$ cat src/rtl/muldiv_unit.sv
// Multi-cycle multiply/divide engine owning the HI/LO pair: pipelined multiplier
// with accumulate/subtract, radix-2 restoring divider, flush and stall handling.
module muldiv_unit #(
   parameter int WIDTH      = 32,
   parameter int MUL_STAGES = 2
) (
   input  logic             clk,
   input  logic             rst,
   input  logic             start,
   input  logic [3:0]       op,
   input  logic [WIDTH-1:0] srca,
   input  logic [WIDTH-1:0] srcb,
   input  logic             flush,
   output logic [WIDTH-1:0] hi,
   output logic [WIDTH-1:0] lo,
   output logic             busy,
   output logic             done,
   output logic             stall
);

   localparam logic [3:0] OP_MULT  = 4'd1;
   localparam logic [3:0] OP_MULTU = 4'd2;
   localparam logic [3:0] OP_DIV   = 4'd3;
   localparam logic [3:0] OP_DIVU  = 4'd4;
   localparam logic [3:0] OP_MADD  = 4'd5;
   localparam logic [3:0] OP_MADDU = 4'd6;
   localparam logic [3:0] OP_MSUB  = 4'd7;
   localparam logic [3:0] OP_MSUBU = 4'd8;
   localparam logic [3:0] OP_MTHI  = 4'd9;
   localparam logic [3:0] OP_MTLO  = 4'd10;

   localparam int CNT_MAX = (WIDTH > MUL_STAGES) ? WIDTH : MUL_STAGES;
   localparam int CW      = $clog2(CNT_MAX + 1);
   localparam logic [CW-1:0] MUL_LAST = CW'(MUL_STAGES - 1);
   localparam logic [CW-1:0] DIV_LAST = CW'(WIDTH - 1);

   typedef enum logic [2:0] {
      S_IDLE,
      S_MUL,
      S_DIV,
      S_FIX,
      S_DONE
   } state_t;

   state_t state_reg, state_next;

   logic [WIDTH-1:0]   hi_reg, lo_reg;
   logic [WIDTH-1:0]   a_reg, b_reg, rem_reg;
   logic [CW-1:0]      cnt_reg;
   logic               mul_signed_reg;
   logic [1:0]         mul_mode_reg;
   logic               sign_q_reg, sign_r_reg, div_zero_reg;

   logic               is_mul_op, is_div_op, long_op, accept;
   logic               neg_a_in, neg_b_in, srcb_zero, mul_signed_in;
   logic [1:0]         mul_mode_in;
   logic [WIDTH-1:0]   abs_a, abs_b;
   logic [2*WIDTH-1:0] ext_a, ext_b, product, mul_res, hilo, mul_acc;
   logic [WIDTH:0]     rem_shift, rem_diff;

   // Operand decode for the accept cycle
   always_comb begin
      is_mul_op     = (op == OP_MULT) || (op == OP_MULTU) || (op == OP_MADD) ||
                      (op == OP_MADDU) || (op == OP_MSUB) || (op == OP_MSUBU);
      is_div_op     = (op == OP_DIV) || (op == OP_DIVU);
      long_op       = is_mul_op || is_div_op;
      accept        = (state_reg == S_IDLE) && start && !flush;
      neg_a_in      = (op == OP_DIV) && srca[WIDTH-1];
      neg_b_in      = (op == OP_DIV) && srcb[WIDTH-1];
      srcb_zero     = (srcb == '0);
      abs_a         = neg_a_in ? -srca : srca;
      abs_b         = neg_b_in ? -srcb : srcb;
      mul_signed_in = (op == OP_MULT) || (op == OP_MADD) || (op == OP_MSUB);
      mul_mode_in   = 2'd0;
      if ((op == OP_MADD) || (op == OP_MADDU)) mul_mode_in = 2'd1;
      if ((op == OP_MSUB) || (op == OP_MSUBU)) mul_mode_in = 2'd2;
   end

   // Full-width product of the latched operands, sign-extended when signed
   always_comb begin
      ext_a   = {{WIDTH{mul_signed_reg & a_reg[WIDTH-1]}}, a_reg};
      ext_b   = {{WIDTH{mul_signed_reg & b_reg[WIDTH-1]}}, b_reg};
      product = ext_a * ext_b;
      hilo    = {hi_reg, lo_reg};
      case (mul_mode_reg)
         2'd1:    mul_acc = hilo + mul_res;
         2'd2:    mul_acc = hilo - mul_res;
         default: mul_acc = mul_res;
      endcase
   end

   generate
      if (MUL_STAGES > 1) begin : g_pipe
         logic [2*WIDTH-1:0] pipe_reg [MUL_STAGES-1];
         always_ff @(posedge clk) begin
            pipe_reg[0] <= product;
            for (int i = MUL_STAGES - 2; i > 0; i--) begin
               pipe_reg[i] <= pipe_reg[i-1];
            end
         end
         assign mul_res = pipe_reg[MUL_STAGES-2];
      end else begin : g_comb
         assign mul_res = product;
      end
   endgenerate

   // Restoring step: a_reg shifts the dividend out and the quotient in
   always_comb begin
      rem_shift = {rem_reg, a_reg[WIDTH-1]};
      rem_diff  = rem_shift - {1'b0, b_reg};
   end

   always_ff @(posedge clk) begin
      if (rst) state_reg <= S_IDLE;
      else     state_reg <= state_next;
   end

   always_comb begin
      state_next = state_reg;
      case (state_reg)
         S_IDLE: begin
            if (accept && is_mul_op)      state_next = S_MUL;
            else if (accept && is_div_op) state_next = S_DIV;
         end
         S_MUL: begin
            if (flush)                      state_next = S_IDLE;
            else if (cnt_reg == MUL_LAST)   state_next = S_DONE;
         end
         S_DIV: begin
            if (flush)                                    state_next = S_IDLE;
            else if (div_zero_reg || cnt_reg == DIV_LAST) state_next = S_FIX;
         end
         S_FIX:   state_next = flush ? S_IDLE : S_DONE;
         S_DONE:  state_next = S_IDLE;
         default: state_next = S_IDLE;
      endcase
   end

   always_ff @(posedge clk) begin
      if (rst) begin
         hi_reg         <= '0;
         lo_reg         <= '0;
         a_reg          <= '0;
         b_reg          <= '0;
         rem_reg        <= '0;
         cnt_reg        <= '0;
         mul_signed_reg <= 1'b0;
         mul_mode_reg   <= 2'd0;
         sign_q_reg     <= 1'b0;
         sign_r_reg     <= 1'b0;
         div_zero_reg   <= 1'b0;
      end else begin
         case (state_reg)
            S_IDLE: begin
               if (accept) begin
                  cnt_reg <= '0;
                  if (op == OP_MTHI) hi_reg <= srca;
                  if (op == OP_MTLO) lo_reg <= srca;
                  if (is_mul_op) begin
                     a_reg          <= srca;
                     b_reg          <= srcb;
                     mul_signed_reg <= mul_signed_in;
                     mul_mode_reg   <= mul_mode_in;
                  end
                  if (is_div_op) begin
                     // Divide by zero keeps the raw dividend for HI
                     a_reg        <= srcb_zero ? srca : abs_a;
                     b_reg        <= abs_b;
                     rem_reg      <= '0;
                     sign_q_reg   <= neg_a_in ^ neg_b_in;
                     sign_r_reg   <= neg_a_in;
                     div_zero_reg <= srcb_zero;
                  end
               end
            end
            S_MUL: begin
               if (!flush) begin
                  cnt_reg <= cnt_reg + CW'(1);
                  if (cnt_reg == MUL_LAST) {hi_reg, lo_reg} <= mul_acc;
               end
            end
            S_DIV: begin
               if (!flush && !div_zero_reg) begin
                  cnt_reg <= cnt_reg + CW'(1);
                  if (!rem_diff[WIDTH]) begin
                     rem_reg <= rem_diff[WIDTH-1:0];
                     a_reg   <= {a_reg[WIDTH-2:0], 1'b1};
                  end else begin
                     rem_reg <= rem_shift[WIDTH-1:0];
                     a_reg   <= {a_reg[WIDTH-2:0], 1'b0};
                  end
               end
            end
            S_FIX: begin
               if (!flush) begin
                  if (div_zero_reg) begin
                     hi_reg <= a_reg;
                     lo_reg <= '1;
                  end else begin
                     hi_reg <= sign_r_reg ? -rem_reg : rem_reg;
                     lo_reg <= sign_q_reg ? -a_reg : a_reg;
                  end
               end
            end
            default: ;
         endcase
      end
   end

   assign hi    = hi_reg;
   assign lo    = lo_reg;
   assign busy  = (state_reg != S_IDLE);
   assign done  = (state_reg == S_DONE);
   assign stall = start && long_op && (state_reg != S_DONE);

endmodule

$ cat config.mk
export PLATFORM = sky130hd
export DESIGN_NAME = muldiv_unit
export DESIGN_NICKNAME = d
export VERILOG_FILES = /design/src/rtl/muldiv_unit.sv
export SDC_FILE = /design/constraint.sdc
export NUM_CORES = 2
export LEC_CHECK = 0
export BUFFER_PORTS_ARGS = -buffer_cell sky130_fd_sc_hd__buf_2
export CAP_MARGIN = 25
export CORE_MARGIN = 2
export CORE_UTILIZATION = 42
export DETAILED_ROUTE_END_ITERATION = 10
export GPL_TIMING_DRIVEN = 0
export PLACE_DENSITY_LB_ADDON = 0.12
export SLEW_MARGIN = 20
export SYNTH_ARGS = -nofsm -noshare
export SYNTH_HDL_FRONTEND = slang
export SYNTH_SLANG_ARGS = --single-unit
$ cat constraint.sdc
create_clock -name clk -period 10.8 [get_ports clk]
set_input_delay 2.7 -clock clk [delete_from_list [all_inputs] [get_ports clk]]
set_output_delay 2.7 -clock clk [all_outputs]
set_load 0.03 [all_outputs]
**Word level (Yosys, flattened, before mapping)**

Memory sizes are Yosys's and may differ from the RTL's.
Cells that the tools add are included.

- Memories: 1
- Logic and storage cells: 142
- Bits in registers: 175
- Output and inout bits: 67
- RAM bits: 64
- Bits of input ports: 72

- Equal/unequal tests: 31
- Add/subtract/negate cells: 8
- Bitwise operators: 3
- Multiply operators: 1
- Reduce and logical (&&, ||, !) cells: 39
- Muxes and demuxes: 47

Memories:

| memory | depth | bits a word | read ports | clocked after Yosys merged registers in | wr ports | line | RTL |
|---|---|---|---|---|---|---|---|
| g_pipe.pipe_reg | 1 | 64 | 1 | 0 | 1 | 94 | `logic [2*WIDTH-1:0] pipe_reg [MUL_STAGES-1];` |

Operators with widths:

| kind | number |
|---|---|
| 32-bit two-way mux | 27 |
| 32-bit one-hot mux with 3 select lines | 2 |
| 32-bit negator | 4 |
| 32-bit one-hot mux with 2 select lines | 2 |
| 64-bit one-hot mux with 2 select lines | 1 |
| 64-bit adder | 1 |
| 33-bit by 33-bit multiplier with 64-bit output | 1 |
| 64-bit subtractor | 1 |
| 33-bit by 32-bit subtractor with 33-bit output | 1 |
| 32-bit logical NOT | 1 |
| 3-bit two-way mux | 7 |
| 6-bit two-way mux | 3 |
| 6-bit one-hot mux with 3 select lines | 1 |
| 4-bit by 3-bit equality test with 1-bit output, second input constant | 4 |
| 4-bit equality test, second input constant | 3 |
| 1-bit logical OR | 12 |
| 2-bit inequality test, second input constant | 6 |
| 3-bit inequality test, second input constant | 4 |
| 3-bit one-hot mux with 4 select lines | 1 |
| 3-bit AND reduction | 4 |
| 4-bit AND reduction | 3 |
| 6-bit AND reduction | 2 |
| 1-bit logical AND | 9 |
| 3-bit nonzero test | 3 |
| 19 further kinds | 26 |

**Depth between registers and ports, before layout**

- Depth in word-level cells: 10
- Depth in mapped cells: 32
- Gate-level depth less buffers: 29

**Worst setup path after synthesis**

Ideal clock, no wire load.

- Kind: flip-flop to flip-flop
- Start point: register mul_signed_reg
- End point: memory g_pipe.pipe_reg[0][59] (netlist bit)
- Period minus slack after synthesis: 8,037 ps
- Path buffers: 3
- Data required time: 10,728 ps
- Library setup time: 72 ps
- Arrival: 7,965 ps
- Stages on the path, launching flop included: 29
- Path slack: 2,763 ps
- Path through: dfxtp_1 inv_1 clkbuf_1 nor2_1 clkbuf_1 nand2_1 inv_1 fa_1 fa_1 fa_1 inv_1 fa_1 inv_1 fa_1 fa_1 inv_1 fa_1 fa_1 inv_1 ha_1 clkbuf_1 nand3_1 nor3_1 inv_1 a2111oi_0 o21ai_0 and3_1 a31oi_1 xor2_1

- Word-level cells in the longest chain between the ends: 2

RTL lines:

| element | line | RTL |
|---|---|---|
| from (decl) | 50 | `logic mul_signed_reg;` |
| from (signal assigned) | 162 | `mul_signed_reg <= mul_signed_in;` |
| 1-bit AND, on equally long branches | 81, 82 |  |
| 33-bit by 33-bit multiplier with 64-bit output (*) | 83 | `product = ext_a * ext_b;` |
| net product[59] | 58 | `logic [2*WIDTH-1:0] ext_a, ext_b, product, mul_res, hilo, mul_acc;` |
| to (decl) | 94 |  |

The timed path passes the listed nets; every way through them passes the cells marked *.

**Worst setup path after layout**

- Start point: register a_reg[17]
- End point: memory g_pipe.pipe_reg[0][58] (netlist bit)

- Word-level cells in the longest chain between the ends: 1

RTL lines:

| element | line | RTL |
|---|---|---|
| from (decl) | 48 | `logic [WIDTH-1:0] a_reg, b_reg, rem_reg;` |
| from (signal assigned) | 160 | `a_reg <= srca;` |
| from (signal assigned) | 167 | `a_reg <= srcb_zero ? srca : abs_a;` |
| from (signal assigned) | 187 | `a_reg <= {a_reg[WIDTH-2:0], 1'b1};` |
| 33-bit by 33-bit multiplier with 64-bit output | 83 |  |
| net product[58] | 58 |  |

The timed path passes the listed nets, and every way through them passes these cells.

==> results.json <==
{
  "avgSynthCellArea_um2": 8.40,
  "drt_iter0_markers": 5051,
  "syn2layout_area_growth_pct": 7.52,
  "async_flop_share": 0,
  "clockBufferDepth": 3,
  "fp.dieW_um": 372,
  "route.met2.wl_um": 112000,
  "grt_pass1_vias": 50800,
  "slew_viol_final": 0,
  "ant_nets": 0,
  "slowest_stage": "clkbuf_2",
  "placed_area_mm2": 0.0603,
  "routed-wl-met3_um": 24300,
  "die_area_mm2": 0.139,
  "synth_most_common_cell": "inv_1",
  "hold_path_class": "flip-flop to flip-flop",
  "p_seq_frac": 0.248,
  "io_pins": 139,
  "period_share": 0.964,
  "cts_tree": "done",
  "status": "finished, final reports clean",
  "critPathLaunchType": "flip-flop",
  "grt_use_total": 0.371,
  "maxUsedRoutingLayer": "met5",
  "clkSinkCount": 239,
  "crit_path_frequent_cell": "fa_1",
  "peakVddDrop_v": 0.000110,
  "synthCells": 6778,
  "setup_slack_ns": 0.389,
  "largest_register_ffs": 64,
  "comb_power_share": 0.537,
  "power_density_mw_per_mm2": 70.0,
  "finalInstanceArea_mm2": 0.0612,
  "hpwl_um": 217000,
  "clock_skew_ns": 0.0318,
  "start_util": 0.422,
  "regArea_mm2": 0.00478,
  "dp_cells": 8717,
  "port_buffers": 136,
  "dp_slack_ns": -0.720,
  "max_freq_ghz": 0.0961,
  "rows": 135,
  "synth_top_area_share": 0.396,
  "crit_arrival_ns": 10.89,
  "slowest_delay_ns": 0.73,
  "cp-end-kind": "flip-flop",
  "drv_cap": 0,
  "final_cells": 8790,
  "synth_cell_types": 90,
  "ys.flop_type": "dfxtp_1",
  "vias": 50300,
  "max_slew_margin": 0.166,
  "cp_max_fo": 10,
  "syn_area_mm2": 0.0569,
  "synth_nets": 8293,
  "routed_via_density": 5.73,
  "setup_viol": 0,
  "hold_violations": 0,
  "antenna_found_initial": 31,
  "yosysWarnings": 0,
  "gr-total-overflow": 0,
  "ys_seq_elements": 239,
  "core_area_mm2": 0.135,
  "worst-endpoint-required_ns": 11.28,
  "seq_area_frac_synth": 0.0840,
  "finalCriticalPeriod_ns": 10.41,
  "gp_congestion": 1.04,
  "multiInputGateArea_mm2": 0.0462,
  "p_int_uw": 2130,
  "wire_per_inst_um": 29.1,
  "synth_area_leader_cell": "fa_1",
  "grt_pass1_wl_um": 365000,
  "htreeDepth": 1,
  "clk_root_buffer_cell": "clkbuf_16",
  "drive_gt1_frac": 0.0434,
  "leakage_uw": 0.0281,
  "clock_latency_ns": 0.61,
  "rsz0062_at_grt": "false",
  "fp.dieH_um": 372,
  "wl_met1_um": 102000,
  "p_sw_frac": 0.502,
  "num-nets-final": 8484,
  "synth_edf_count": 0,
  "power.switching_uw": 2150,
  "clkPwrFrac": 0.215,
  "synth_area_leaders": "fa_1, dfxtp_1, inv_1",
  "synth_common_cells": "inv_1, fa_1, nand2_1",
  "numCtsBuffers": 27,
  "routed_wl_um": 256000,
  "drc": 0,
  "worstMarginPinSlew_ns": 1.25,
  "timing.setup.tns_ns": 0,
  "worstSetupPathType": "flip-flop to flip-flop",
  "drtPass1Iterations": 7,
  "grt_max_degree": 22,
  "fillers": 13700,
  "path_clk_slew_ns": 0.07
}
==> stage by stage <==
stage	util	total power [uW]	hold WS, ns
after floorplan	-	2410	0.475
after global placement	0.443	3290	0.512
after detailed placement	0.447	3290	0.517
after CTS	0.453	4220	0.527
after global routing	0.453	4470	0.548
final	0.454	4280	0.525
==> path summary, 6_finish.rpt <==
| kind | slack [ns] | endpoint | cells past startpoint | start |
|---|---|---|---|---|
| setup reg to reg | 0.39 | g_pipe.pipe_reg[0][58]$_DFF_P_ | 26 | a_reg[17]$_SDFFE_PP0P_ |
| setup / recovery | 0.39 | g_pipe.pipe_reg[0][58]$_DFF_P_ | 26 | a_reg[17]$_SDFFE_PP0P_ |
| hold / removal | 0.53 | lo[31]$_SDFFE_PP0P_ | 2 | lo[31]$_SDFFE_PP0P_ |
| hold reg to reg | 0.53 | lo[31]$_SDFFE_PP0P_ | 2 | lo[31]$_SDFFE_PP0P_ |
==> cell usage in the layout (no fill, tap or decap), types with 34 or more instances in the layout <==
cell type,Yosys,layout
a211oi_1,51,51
a21o_1,86,86
a21oi_1,265,265
a31oi_1,86,86
and2_1,316,316
buf_1,51,49
buf_2,10,150
clkbuf_1,352,333
dfxtp_1,239,239
fa_1,1127,1125
ha_1,316,316
inv_1,1176,1176
mux2i_1,36,36
nand2_1,1023,1023
nand3_1,87,87
nand4_1,34,34
nor2_1,321,319
nor3_1,82,79
o21ai_0,221,221
o21ai_1,45,44
o31ai_1,46,46
xnor2_1,212,212
xor2_1,121,121
==> critical path, delay by kind of cell, from the launching register on <==
kind | cells | cell delay, ns
AND/OR/NAND/NOR | 5 | 1.33
XOR/XNOR | 1 | 0.34
AO/OA/AOI/OAI | 5 | 1.62
adder cells (fa/ha/maj) | 9 | 4.60
buffers and inverters | 6 | 1.70
flip-flops | 1 | 0.68
==> logic make-up after synthesis <==
group	count (synthesis)	share of synthesized area
flops	239	0.0840
xor+xnor	333	0.0512
compound gates	1049	0.118
simple gates	2079	0.168
fa+ha+maj	1443	0.466
buf+inv	1594	0.105
mux	41	0.00732
==> layout make-up <==
| class | count | area share |
|---|---|---|
| sequential | 239 | 0.0782 |
| tap | 1781 | 0.0364 |
| buffer | 415 | 0.0263 |
| multi-input combinational | 4945 | 0.755 |
| clock buffer | 35 | 0.0119 |
| inverter | 1179 | 0.0723 |
| clock inverter | 14 | 0.00180 |
| timing repair buffer | 162 | 0.0176 |
| antenna | 20 | 0.000818 |
==> layer usage <==
metal,track usage,up-vias
li1,-,21700
met1,0.483,25500
met2,0.574,2520
met3,0.0825,611
met4,0.198,20
met5,0,-
==> timing repair <==
item                                    CTS  global route
hold buffers                              0             0
pin swaps                                 0             1
setup buffers                             0             1
endpoints found under the setup margin   10             3
resized for setup                         3             1
==> power groups by stage <==
| stage | clock network [uW] | registers [uW] | logic, uW |
|---|---|---|---|
| 6_report | 922 | 1060 | 2300 |
| 5_1_grt | 958 | 1060 | 2450 |
| 4_1_cts | 927 | 1060 | 2240 |
| 2_1_floorplan | 0 | 1030 | 1390 |
| 3_5_place_dp | 0 | 1070 | 2220 |
| 3_3_place_gp | 0 | 1080 | 2210 |
Power figures use the tool's default switching activity.
